### src/rtl/conv_addr_gen.sv
// Convolution feature-address sequencer: walks ct/oh/ky/kx/ci/ow and emits one feature
// coordinate per valid/ready beat, with stride, dilation, padding flag and depthwise mode.
module conv_addr_gen #(
    parameter int LOG2_H   = 10,
    parameter int LOG2_W   = 10,
    parameter int LOG2_CH  = 12,
    parameter int LOG2_K   = 4,
    parameter int LOG2_S   = 3,
    parameter int LOG2_P   = 3,
    parameter int LOG2_D   = 3,
    parameter int LOG2_TIN = 5
) (
    input  logic                      clk,
    input  logic                      rst,
    input  logic                      start,
    input  logic                      dw_mode,
    input  logic [LOG2_P-1:0]         pad_up,
    input  logic [LOG2_P-1:0]         pad_left,
    input  logic [LOG2_S-1:0]         sx,
    input  logic [LOG2_S-1:0]         sy,
    input  logic [LOG2_D-1:0]         dx,
    input  logic [LOG2_D-1:0]         dy,
    input  logic [LOG2_K-1:0]         kx,
    input  logic [LOG2_K-1:0]         ky,
    input  logic [LOG2_H-1:0]         hin,
    input  logic [LOG2_W-1:0]         win,
    input  logic [LOG2_H-1:0]         hout,
    input  logic [LOG2_W-1:0]         wout,
    input  logic [LOG2_CH-LOG2_TIN-1:0] chin_div_tin,
    input  logic [LOG2_CH-LOG2_TIN-1:0] chout_div_tout,
    output logic                      busy,
    output logic                      done,
    output logic                      feat_vld,
    input  logic                      feat_rdy,
    output logic [LOG2_H:0]           feat_h,
    output logic [LOG2_W:0]           feat_w,
    output logic [LOG2_CH-1:0]        feat_ch,
    output logic                      feat_pad,
    output logic                      wout_first,
    output logic                      wout_last,
    output logic                      acc_last,
    output logic                      tile_last
);

    localparam int HW = LOG2_H + 1;
    localparam int WW = LOG2_W + 1;
    localparam int CW = LOG2_CH - LOG2_TIN;

    typedef enum logic [1:0] {IDLE, RUN, DONE} state_t;

    state_t state, state_nxt;

    logic              dw_q;
    logic [LOG2_P-1:0] pad_up_q, pad_left_q;
    logic [LOG2_S-1:0] sx_q, sy_q;
    logic [LOG2_D-1:0] dx_q, dy_q;
    logic [LOG2_K-1:0] kx_q, ky_q;
    logic [LOG2_H-1:0] hin_q, hout_q;
    logic [LOG2_W-1:0] win_q, wout_q;
    logic [CW-1:0]     chin_q, chout_q;

    logic [CW-1:0]     ct, ci;
    logic [LOG2_H-1:0] oh;
    logic [LOG2_W-1:0] ow;
    logic [LOG2_K-1:0] ky_i, kx_i;

    // Partial coordinates: row = h_oh + h_ky, col = w_kx + w_ow, each advanced by an adder only
    logic [HW-1:0] h_oh, h_ky, h_sum;
    logic [WW-1:0] w_kx, w_ow, w_sum;

    // Set when start was accepted with an empty loop nest; gives one busy cycle before done
    logic skip_q;

    logic start_ok, cfg_zero, fire;
    logic ow_wrap, ci_wrap, kx_wrap, ky_wrap, oh_wrap, ct_wrap;
    logic c_ci, c_kx, c_ky, c_oh, last_beat;

    assign start_ok = (state == IDLE) && start;
    assign cfg_zero = (hout == '0) || (wout == '0) || (kx == '0) || (ky == '0) ||
                      (chin_div_tin == '0) || (chout_div_tout == '0);
    assign fire     = (state == RUN) && feat_rdy;

    assign ow_wrap   = (ow == wout_q - LOG2_W'(1));
    assign ci_wrap   = dw_q || (ci == chin_q - CW'(1));
    assign kx_wrap   = (kx_i == kx_q - LOG2_K'(1));
    assign ky_wrap   = (ky_i == ky_q - LOG2_K'(1));
    assign oh_wrap   = (oh == hout_q - LOG2_H'(1));
    assign ct_wrap   = (ct == chout_q - CW'(1));
    assign c_ci      = ow_wrap && ci_wrap;
    assign c_kx      = c_ci && kx_wrap;
    assign c_ky      = c_kx && ky_wrap;
    assign c_oh      = c_ky && oh_wrap;
    assign last_beat = c_oh && ct_wrap;

    always_ff @(posedge clk) begin
        if (rst) begin
            state <= IDLE;
        end else begin
            state <= state_nxt;
        end
    end

    always_comb begin
        state_nxt = state;
        case (state)
            IDLE: if (start) state_nxt = cfg_zero ? DONE : RUN;
            RUN:  if (fire && last_beat) state_nxt = DONE;
            DONE: if (!skip_q) state_nxt = IDLE;
            default: state_nxt = IDLE;
        endcase
    end

    // Configuration latch and loop counters; every counter wraps to 0 on its own carry
    always_ff @(posedge clk) begin
        if (rst) begin
            dw_q <= 1'b0; pad_up_q <= '0; pad_left_q <= '0;
            sx_q <= '0; sy_q <= '0; dx_q <= '0; dy_q <= '0;
            kx_q <= '0; ky_q <= '0; hin_q <= '0; win_q <= '0;
            hout_q <= '0; wout_q <= '0; chin_q <= '0; chout_q <= '0;
            ct <= '0; oh <= '0; ky_i <= '0; kx_i <= '0; ci <= '0; ow <= '0;
            h_oh <= '0; h_ky <= '0; w_kx <= '0; w_ow <= '0;
            skip_q <= 1'b0;
        end else if (start_ok) begin
            dw_q <= dw_mode; pad_up_q <= pad_up; pad_left_q <= pad_left;
            sx_q <= sx; sy_q <= sy; dx_q <= dx; dy_q <= dy;
            kx_q <= kx; ky_q <= ky; hin_q <= hin; win_q <= win;
            hout_q <= hout; wout_q <= wout; chin_q <= chin_div_tin; chout_q <= chout_div_tout;
            ct <= '0; oh <= '0; ky_i <= '0; kx_i <= '0; ci <= '0; ow <= '0;
            h_oh <= '0 - HW'(pad_up);
            h_ky <= '0;
            w_kx <= '0 - WW'(pad_left);
            w_ow <= '0;
            skip_q <= cfg_zero;
        end else begin
            if (state == DONE) skip_q <= 1'b0;
            if (fire) begin
                if (ow_wrap) begin
                    ow <= '0; w_ow <= '0;
                end else begin
                    ow <= ow + LOG2_W'(1); w_ow <= w_ow + WW'(sx_q);
                end
                if (ow_wrap && !dw_q) ci <= ci_wrap ? '0 : ci + CW'(1);
                if (c_ci) begin
                    if (kx_wrap) begin
                        kx_i <= '0; w_kx <= '0 - WW'(pad_left_q);
                    end else begin
                        kx_i <= kx_i + LOG2_K'(1); w_kx <= w_kx + WW'(dx_q);
                    end
                end
                if (c_kx) begin
                    if (ky_wrap) begin
                        ky_i <= '0; h_ky <= '0;
                    end else begin
                        ky_i <= ky_i + LOG2_K'(1); h_ky <= h_ky + HW'(dy_q);
                    end
                end
                if (c_ky) begin
                    if (oh_wrap) begin
                        oh <= '0; h_oh <= '0 - HW'(pad_up_q);
                    end else begin
                        oh <= oh + LOG2_H'(1); h_oh <= h_oh + HW'(sy_q);
                    end
                end
                if (c_oh) ct <= ct_wrap ? '0 : ct + CW'(1);
            end
        end
    end

    assign h_sum = h_oh + h_ky;
    assign w_sum = w_kx + w_ow;

    // Beat outputs are forced to zero outside RUN so idle and reset present a clean bus
    always_comb begin
        busy       = (state == RUN) || ((state == DONE) && skip_q);
        done       = (state == DONE) && !skip_q;
        feat_vld   = (state == RUN);
        feat_h     = '0;
        feat_w     = '0;
        feat_ch    = '0;
        feat_pad   = 1'b0;
        wout_first = 1'b0;
        wout_last  = 1'b0;
        acc_last   = 1'b0;
        tile_last  = 1'b0;
        if (state == RUN) begin
            feat_h     = h_sum;
            feat_w     = w_sum;
            feat_ch    = {(dw_q ? ct : ci), {LOG2_TIN{1'b0}}};
            feat_pad   = h_sum[HW-1] || (h_sum >= {1'b0, hin_q}) ||
                         w_sum[WW-1] || (w_sum >= {1'b0, win_q});
            wout_first = (ow == '0);
            wout_last  = ow_wrap;
            acc_last   = ky_wrap && kx_wrap && ci_wrap;
            tile_last  = c_oh;
        end
    end

endmodule

### config.mk
export PLATFORM = sky130hd
export DESIGN_NAME = conv_addr_gen
export DESIGN_NICKNAME = d
export VERILOG_FILES = /design/src/rtl/conv_addr_gen.sv
export SDC_FILE = /design/constraint.sdc
export NUM_CORES = 1
export LEC_CHECK = 0
export ABC_AREA = 1
export CORE_UTILIZATION = 57
export CTS_BUF_LIST = sky130_fd_sc_hd__clkbuf_8
export CTS_CLUSTER_SIZE = 30
export DETAILED_ROUTE_END_ITERATION = 10
export PLACE_DENSITY = 0.89
export SLEW_MARGIN = 20
export SYNTH_ARGS = -nofsm -noshare
export SYNTH_HDL_FRONTEND = slang
export SYNTH_SLANG_ARGS = --single-unit
### constraint.sdc
create_clock -name clk -period 5.2 [get_ports clk]
set_input_delay 1.04 -clock clk [delete_from_list [all_inputs] [get_ports clk]]
set_output_delay 1.04 -clock clk [all_outputs]
set_load 0.02 [all_outputs]
==> summary by stage, run 1 <==
Status
The run finished with clean final reports.

Global routing
The first global-routing pass estimated 48700 microns of wire. The via count of the first global-routing pass is between 10000 and 15000. The largest net degree at the start of global routing is 95. Global routing consumed, over all layers together, between 30% and 40% of the routing resources.

After global routing the overflow that remains totals 0. The initial antenna violation count is 0.

Placement
The routability congestion estimate is roughly 0.95. Buffers placed on the I/O ports in this run total between 100 and 150. Detailed placement finished with a half-perimeter wire length of about 22000 microns.

Synthesis
Synthesis inferred 170 register bits. The most used flip-flop cell after synthesis is sky130_fd_sc_hd__dfxtp_1. Yosys printed 0 warnings. The proportion of register bits with asynchronous set or reset after synthesis is 0%.

The area share of the largest cell type after synthesis is ~30%. Counting distinct cell types in the post-synthesis netlist gives 60. In the post-synthesis netlist, the biggest area contributors are sky130_fd_sc_hd__dfxtp_1 (30%), sky130_fd_sc_hd__nand2_1 (9.3%), sky130_fd_sc_hd__ha_1 (7.6%). The average cell area after synthesis is about 6.9 sq um.

The gate count after technology mapping is about 1600. Counting flops with a built-in enable in the synthesized netlist gives 0. The post-synthesis cell type with the largest combined area is sky130_fd_sc_hd__dfxtp_1. Summing the sequential cell areas from Yosys gives between 30% and 40% of the chip area. After synthesis the cells add up to ~0.011 sq mm.

Clock tree
The CTS tree is built. TritonCTS created 17 clock buffers. The cell chosen for the clock root is sky130_fd_sc_hd__clkbuf_8. The clock tree synthesis step divided the H-tree into 4 levels. The clock latency on the worst-skew pair is just under 0.5 ns.

The hold buffer count at CTS is 0. The maximum clock insertion buffer count is 2. For this design, the sink count on the clock tree is 170.

After clock tree synthesis, the clock-pin slew on the worst setup and hold paths is approximately 0.09 ns.

Detailed routing
After detailed routing, the average wire length per cell comes to 15.0 microns. Once detail routing completed, the nets flagged for antenna violations numbered 0. Wires add up to between 30000 and 40000 microns. The detailed router finished its first iteration with between 900 and 1000 violations. The overall via count from detail_route is about 11000. Dividing the detail-routed via count by the number of cells gives around 5.6. For this run, the detailed router's first-pass iteration total came to 8.

The DRC violation count after routing is 0.

Layout
From synthesis to final layout, the design area changed by 14.8%. The number of diodes added for antenna fixing is 0. The layout has roughly 1600 filler cells. The share of layout cells above drive strength 1 is around 6.3%.

The area of combinational cells with multiple inputs is ~0.0069 sq mm. Registers take 0.00340 sq mm. The final-stage net count is roughly 1900.

Floorplanning
The initial utilization of the core area, before any placement, comes to around three fifths. around 130 I/O pins were placed. From bottom edge to top edge, the die measures 143 microns. In this run the horizontal extent of the chip is between 100 and 150 microns. The region available for standard cell placement spans a little under 0.02 sq mm. The die footprint is slightly above 0.02 sq mm. Row generation in the floorplan step produced 51 rows.

STA
The headroom to the max-slew limit is between 20 and 30%. Of the available clock period, the critical path in the final layout requires 92.8%. The tightest hold path in the finished design has a slack of 0.470 ns. Setup violations remaining at the end of the flow were counted as 0. Setup repair after global routing left no endpoint under its margin. At the pin with the least slew margin, the transition time is 1.06 ns.

The count of final hold-check violations is 0. For this run, the top clock speed supported by timing is just over 200 MHz. The smallest clock period supported by the final layout is computed as ~4.8 ns. On the final layout, the worst clock skew is slightly above 0.01 ns.

The count of final max-slew check failures came to 0. Adding up every negative setup slack in the final design gives 0 ns.

Hold path
The classification of the worst-slack hold path is reg -> reg. The worst hold path begins at hin_q[9].

Setup path
Together, buffers and inverters on the worst path number 3. The critical path's largest stage delay is between 0.3 and 0.4 ns. The data required time of the critical path is between 4 and 5 ns. Broken down by cell family, the worst path's largest delay share belongs to compound AO/OA/AOI/OAI gates.

The signal on the critical path passes through ha_1, fa_1, nand2_1, inv_1, o21ai_0, nand2_1, a21oi_1, o21ai_0, xor2_1, inv_1, ha_1, a21oi_1, o21ai_0, o21ai_0, nand2_1, o21bai_1, nand3_1, a21oi_1, o21ai_0, clkbuf_2. The category of the most critical setup path is reg -> out. The data arrival time of the worst path is ~3.8 ns. The critical path capture point type is an output pin.

The worst reg-to-reg setup slack is about 2.1 ns. Along the worst path, the maximum fanout reaches 3. The origin of the worst setup path is h_oh[0].

The slowest stage of the critical path is the sky130_fd_sc_hd__fa_1 cell. Counting stages on the worst path, the most repeated cell is sky130_fd_sc_hd__o21ai_0. The start of the worst register-to-register path is kx_q[0].

The worst setup path is launched from a flip-flop.

Power
The net switching power figure is ~1200 uW. The internal portion of the total power is 2180 uW. The sequential share of power is ~44%.

The relative contribution of the clock network to total power is between 20% and 30%. VDD sags by at most 0.191 mV. The total power divided by cell area is about 260 mW/mm^2. In this run the static leakage power is 0.00555 uW. The switching fraction of total power is 35.6%. Of the total power, combinational logic draws roughly 30%.

Job
The max-cap check violation count is 0.
[cells by family (layout without fill, tap and decap cells)]
| logic type | Yosys count | in the layout | share of synthesized area [%] |
|---|---|---|---|
| simple gates | 693 | 693 | 28.2 |
| flops | 170 | 170 | 30.1 |
| xor+xnor | 98 | 98 | 7.59 |
| fa+ha+maj | 75 | 75 | 8.69 |
| compound gates | 337 | 337 | 15.9 |
| other cells | 1 | 5 | 0.0331 |
| buf+inv | 273 | 371 | 9.49 |
[cells in the mapped netlist (all sizes together) (7+ instances only)]
cell,instances
nand2,290
inv,215
nor2,200
dfxtp,170
a21oi,163
o21ai,141
nand3,99
ha,69
xor2,69
nor3,39
clkbuf,38
xnor2,29
nand4,24
buf,19
nor4,11
or2,11
nand3b,8
o211ai,7
[placed cells by master, fill, tap and decap left out, types with 2 or more instances in the layout]
| cell type | instances |
|---|---|
| sky130_fd_sc_hd__clkinvlp_4 | 2 |
| sky130_fd_sc_hd__or3_1 | 3 |
| sky130_fd_sc_hd__nor2_1 | 182 |
| sky130_fd_sc_hd__buf_4 | 3 |
| sky130_fd_sc_hd__nor2_4 | 7 |
| sky130_fd_sc_hd__o211ai_1 | 7 |
| sky130_fd_sc_hd__a211oi_1 | 3 |
| sky130_fd_sc_hd__inv_1 | 201 |
| sky130_fd_sc_hd__o21bai_1 | 4 |
| sky130_fd_sc_hd__nor3_2 | 4 |
| sky130_fd_sc_hd__fa_1 | 6 |
| sky130_fd_sc_hd__nand3_2 | 6 |
| sky130_fd_sc_hd__clkbuf_8 | 19 |
| sky130_fd_sc_hd__clkdlybuf4s50_1 | 120 |
| sky130_fd_sc_hd__o21ai_1 | 2 |
| sky130_fd_sc_hd__a21oi_1 | 162 |
| sky130_fd_sc_hd__nand2_1 | 280 |
| sky130_fd_sc_hd__conb_1 | 5 |
| sky130_fd_sc_hd__nor3b_1 | 4 |
| sky130_fd_sc_hd__nor3_1 | 34 |
| sky130_fd_sc_hd__nand3_1 | 92 |
| sky130_fd_sc_hd__xnor2_1 | 29 |
| sky130_fd_sc_hd__nor3b_2 | 2 |
| sky130_fd_sc_hd__clkinv_2 | 3 |
| sky130_fd_sc_hd__dfxtp_1 | 170 |
| sky130_fd_sc_hd__o21ai_2 | 3 |
| sky130_fd_sc_hd__o21ai_0 | 136 |
| sky130_fd_sc_hd__inv_2 | 18 |
| sky130_fd_sc_hd__ha_1 | 69 |
| sky130_fd_sc_hd__xor2_1 | 69 |
| sky130_fd_sc_hd__or2_2 | 11 |
| sky130_fd_sc_hd__nand3b_1 | 8 |
| sky130_fd_sc_hd__nor2_2 | 10 |
| sky130_fd_sc_hd__nor4_1 | 9 |
| sky130_fd_sc_hd__nand4_1 | 23 |
| sky130_fd_sc_hd__nand2_2 | 8 |
| sky130_fd_sc_hd__nand2_4 | 2 |
| sky130_fd_sc_hd__o31ai_1 | 6 |
| sky130_fd_sc_hd__a31oi_1 | 4 |
[stage by stage]
| step | util [%] | cell area [sq um] | setup WS, ns | instances | power (uW) |
|---|---|---|---|---|---|
| final | 66.7 | 13000 | 0.373 | 2014 | 3380 |
| after global placement | 65.0 | 12600 | 0.580 | 1983 | 2470 |
| after CTS | 66.8 | 13000 | 0.00358 | 2014 | 3370 |
| after global routing | 66.7 | 13000 | 0.0146 | 2014 | 3580 |
| after floorplan | - | 11300 | 1.28 | 1651 | 2220 |
| after detailed placement | 65.0 | 12600 | 0.535 | 1983 | 2510 |
[sequential cells by signal, indices dropped and copies added, names as in the netlist, 10 cells and up]
name,flops
h_ky,11
h_oh,11
hin_q,10
hout_q,10
oh,10
ow,10
w_kx,11
w_ow,11
win_q,10
wout_q,10
[power groups by stage]
stage          registers (uW)  logic [uW]  clock network (uW)
2_1_floorplan            1490         726                   0
3_3_place_gp             1510         961                   0
3_5_place_dp             1510         992                   0
4_1_cts                  1480        1000                 880
5_1_grt                  1500        1130                 947
6_report                 1490        1010                 881
[what timing repair did]
action	CTS	global route
endpoints found under the hold margin	0	0
endpoints found under the setup margin	0	1
buffers inserted	0	0
resized for setup	0	2
[layout make-up]
type,instances,share of cell area (%)
repair buffers,124,9.46
flip-flops and latches,170,26.2
clock inverters,12,0.674
well taps,265,2.55
multi-input cells,1208,52.8
clock buffers,19,2.01
inverters,216,6.26
[worst min-delay path: stages (launching register included)]
cell	delay [ns]
sky130_fd_sc_hd__dfxtp_1	0.31
sky130_fd_sc_hd__inv_1	0.07
sky130_fd_sc_hd__a21oi_1	0.06
[final timing paths]
kind / endpoint / cells past startpoint
worst max-delay path: feat_pad / 20
worst max register to register: h_oh[9] / 12
worst min register to register: hin_q[9] / 2
worst min-delay path: hin_q[9] / 2
[routing by layer]
layer  share of wire (%)  GRT usage, %  vias to the layer above  routed length [microns]
li1                    -             -                     5577                        -
met1                  43          37.7                     5171                    13000
met2                  47          50.0                      388                    14100
met3                 6.8          5.53                       76                     2060
met4                 3.2          13.4                        0                      963
met5                   0             0                        -                        0
Note: power is estimated with default switching activity, not from simulation.
==> run 2: changes to the inputs <==
Settings changed: CORE_UTILIZATION 57 to 53, PLACE_DENSITY 0.89 to 0.87.
Clock period 5.2 ns to 4.1 ns, I/O delays scaled along.
==> summary by stage, run 2 (synthesized netlist as in run 1, its figures left out) <==
Detailed routing
The DRC violation count after routing is 0 (unchanged). The final routed wirelength across all metal layers is 31500 microns (was 30100 microns). The number of nets with antenna violations after routing is 0 (unchanged). The overall via count from detail_route was 11523 (was 11212).

The count of TritonRoute iterations in the first routing pass came to 6 (was 8). The average detailed-routed wire length per instance is 15.1 microns (was 15.0 microns). The routed via count divided by cell count is 5.53 (was 5.57). The DRC marker count from the first detailed-route iteration came to 988 (was 950).

Placement
The routability congestion estimate is 0.900 (was 0.948). The number of buffers added on ports is 121 (unchanged). The estimated wirelength of the detail-placed design is 23200 microns (was 22200 microns). The instance area at placement was 0.0131 sq mm (was 0.0126 sq mm).

STA
The count of final hold-check violations came to 0 (unchanged). The number of setup violations in the final report is 1 (was 0). The count of final max-slew check failures was 0 (unchanged). The headroom to the max-slew limit was 40.8% (was 28.6%). The setup skew after layout was 0.0151 ns (was 0.0102 ns). After layout, the minimum clock period comes to approximately 4.3 ns. In the finished design, the share of the clock period the worst path needs comes to 106%. The post-route worst setup slack came to -0.231 ns (was 0.373 ns).

Setup repair after global routing missed its margin: true (was false). The pin slew with the least headroom to its limit was 0.885 ns (was 1.06 ns). The highest attainable clock frequency is 231 MHz.

Layout
The final standard cell area without fillers is 0.0136 sq mm (was 0.0130 sq mm). The count of fill cells added during filler insertion came to 1755 (was 1624). The leading cell type in the layout, fill and taps excluded was sky130_fd_sc_hd__nand2_1 (unchanged). Commonest cells after routing, fill and taps aside: sky130_fd_sc_hd__nand2_1 (277), sky130_fd_sc_hd__inv_1 (197), sky130_fd_sc_hd__nor2_1 (183) (was sky130_fd_sc_hd__nand2_1 (280), sky130_fd_sc_hd__inv_1 (201), sky130_fd_sc_hd__nor2_1 (182)). The final core area utilization is 65.0% (was 66.7%). The number of diodes added for antenna fixing is 0 (unchanged). The synthesis-to-layout area growth is 20.4% (was 14.8%). The final-stage net count is 1957 (was 1897).

The share of layout cells above drive strength 1 is 10.9% (was 6.29%).

Hold path
The cell depth of the worst min-delay path came to 2 (unchanged). The classification of the worst-slack hold path was reg -> reg (unchanged).

Power
The total power consumption of the routed design came to 4470 uW (was 3380 uW). The relative contribution of the clock network to total power is 26.7% (was 26.0%). The total power divided by cell area was 328 mW/mm^2 (was 260 mW/mm^2).

The maximum vdd ir drop is 0.216 mV (was 0.191 mV). The internal power summed over all cells was 2880 uW (was 2180 uW). The switching fraction of total power is 35.6% (about the same).

The sequential share of power is 42.2% (was 44.0%). The leakage power figure is 0.00588 uW (was 0.00555 uW). The net switching power figure is 1590 uW (was 1200 uW).

The part of the power in combinational logic is 31.1% (was 30.0%).

Setup path
The depth of the worst register-to-register path was 15 (was 12). The critical path capture point type is an output pin (unchanged). The maximum fanout along the worst path is 3 (unchanged). The category of the most critical setup path is reg -> out (unchanged). The data required time of the critical path came to 3.28 ns (was 4.16 ns). The data arrival time of the worst path came to 3.51 ns (was 3.79 ns). The startpoint type of the worst setup path is a flip-flop (unchanged).

Global routing
The aggregate global routing overflow was 0 (unchanged). The largest net degree at the start of global routing is 67 (was 95). The wire length of the first global-routing pass is 50500 microns (was 48700 microns). The aggregate global-route resource usage is 28.6% (was 30.0%). The via count of the first global-routing pass is 10815 (was 10570). The initial antenna violation count is 0 (unchanged).

Floorplanning
The initial standard-cell utilization of the core was 54.0% (was 58.1%). The count of pins on the block boundary is 127 (unchanged). The number of rows created at floorplan came to 53 (was 51). The area of the core region is 0.0210 sq mm (was 0.0195 sq mm). The width of the die is 148 microns (was 143 microns). The die footprint is 0.0219 sq mm (was 0.0204 sq mm). The floorplan die height is 148 microns (was 143 microns).

Clock tree
The clock latency on the worst-skew pair is 0.47 ns (was 0.49 ns). The maximum clock insertion buffer count is 2 (unchanged). The number of levels in the clock H-tree is 4 (unchanged). The clock-pin slew of the registers on the worst-case setup and hold paths was 0.09 ns (about the same). The total clock buffers created by CTS is 17 (unchanged).

The cell chosen for the clock root is sky130_fd_sc_hd__clkbuf_8 (unchanged). The number of clock sinks is 170 (unchanged). The CTS tree was built (unchanged).

Status
Status: complete, but fails checks (was finished clean). The final reports fail on setup timing.

Job
The max-cap check violation count was 0 (unchanged).
[run 2: path summary, 6_finish.rpt]
path	from	to	slack, ns
worst max-delay path	h_ky[0]	feat_pad	-0.23
worst min-delay path	win_q[9]	win_q[9]	0.47
worst max register to register	chin_q[0]	h_ky[4]	1.28
worst min register to register	win_q[9]	win_q[9]	0.47
[run 2: power by group through the flow]
stage	combinational (uW)	sequential, uW	clock (uW)
2_1_floorplan	921	1890	0
3_3_place_gp	1280	1910	0
3_5_place_dp	1330	1920	0
4_1_cts	1360	1880	1190
5_1_grt	1550	1900	1260
6_report	1390	1880	1190
[run 2: per-stage QoR]
| step | instances | hold WS (ns) | setup TNS (ns) | setup slack, ns |
|---|---|---|---|---|
| floorplan | 1651 | 0.435 | 0 | 0.395 |
| global placement | 2044 | 0.449 | -0.195 | -0.195 |
| detailed placement | 2044 | 0.453 | -0.204 | -0.204 |
| CTS | 2078 | 0.467 | -0.171 | -0.171 |
| global route | 2084 | 0.493 | -0.441 | -0.441 |
| finish | 2084 | 0.470 | -0.231 | -0.231 |
[run 2: area by class of cell]
class / count / area, sq um / share of cell area [%]
clock inverters: 13 / 131 / 0.964
multi-input cells: 1208 / 6980 / 51.2
inverters: 216 / 813 / 5.97
clock buffers: 18 / 248 / 1.82
repair buffers: 184 / 1700 / 12.5
well taps: 275 / 344 / 2.53
flip-flops and latches: 170 / 3410 / 25.0
[run 2: worst max-delay path, stage by stage, from the launching register on]
cell	delay, ns
sky130_fd_sc_hd__dfxtp_2	0.35
sky130_fd_sc_hd__ha_4	0.17
sky130_fd_sc_hd__fa_2	0.38
sky130_fd_sc_hd__nand2_2	0.08
sky130_fd_sc_hd__inv_2	0.04
sky130_fd_sc_hd__o21ai_2	0.13
sky130_fd_sc_hd__nand2_2	0.08
sky130_fd_sc_hd__a21oi_2	0.13
sky130_fd_sc_hd__o21ai_1	0.09
sky130_fd_sc_hd__xor2_1	0.19
sky130_fd_sc_hd__inv_1	0.11
sky130_fd_sc_hd__ha_4	0.28
sky130_fd_sc_hd__nand4_1	0.09
sky130_fd_sc_hd__or3_1	0.36
sky130_fd_sc_hd__nand2_1	0.09
sky130_fd_sc_hd__o21bai_1	0.07
sky130_fd_sc_hd__nand3_1	0.11
sky130_fd_sc_hd__a21oi_2	0.06
sky130_fd_sc_hd__o21ai_1	0.08
sky130_fd_sc_hd__buf_4	0.16
[run 2: metal layers]
| layer | track usage, % | wire, microns | vias up |
|---|---|---|---|
| met3 | 5.28 | 1710 | 75 |
| met2 | 49.4 | 15400 | 400 |
| met1 | 34.5 | 13300 | 5375 |
| met5 | 0 | 0 | - |
| met4 | 13.1 | 1110 | 0 |
| li1 | - | - | 5673 |
[run 2: timing repair]
action | CTS | global route
cloned | 0 | 0
hold buffers | 0 | 0
setup endpoints to repair | 1 | 3
buffers inserted | 3 | 6
pin swaps | 7 | 18
resized for setup | 18 | 21
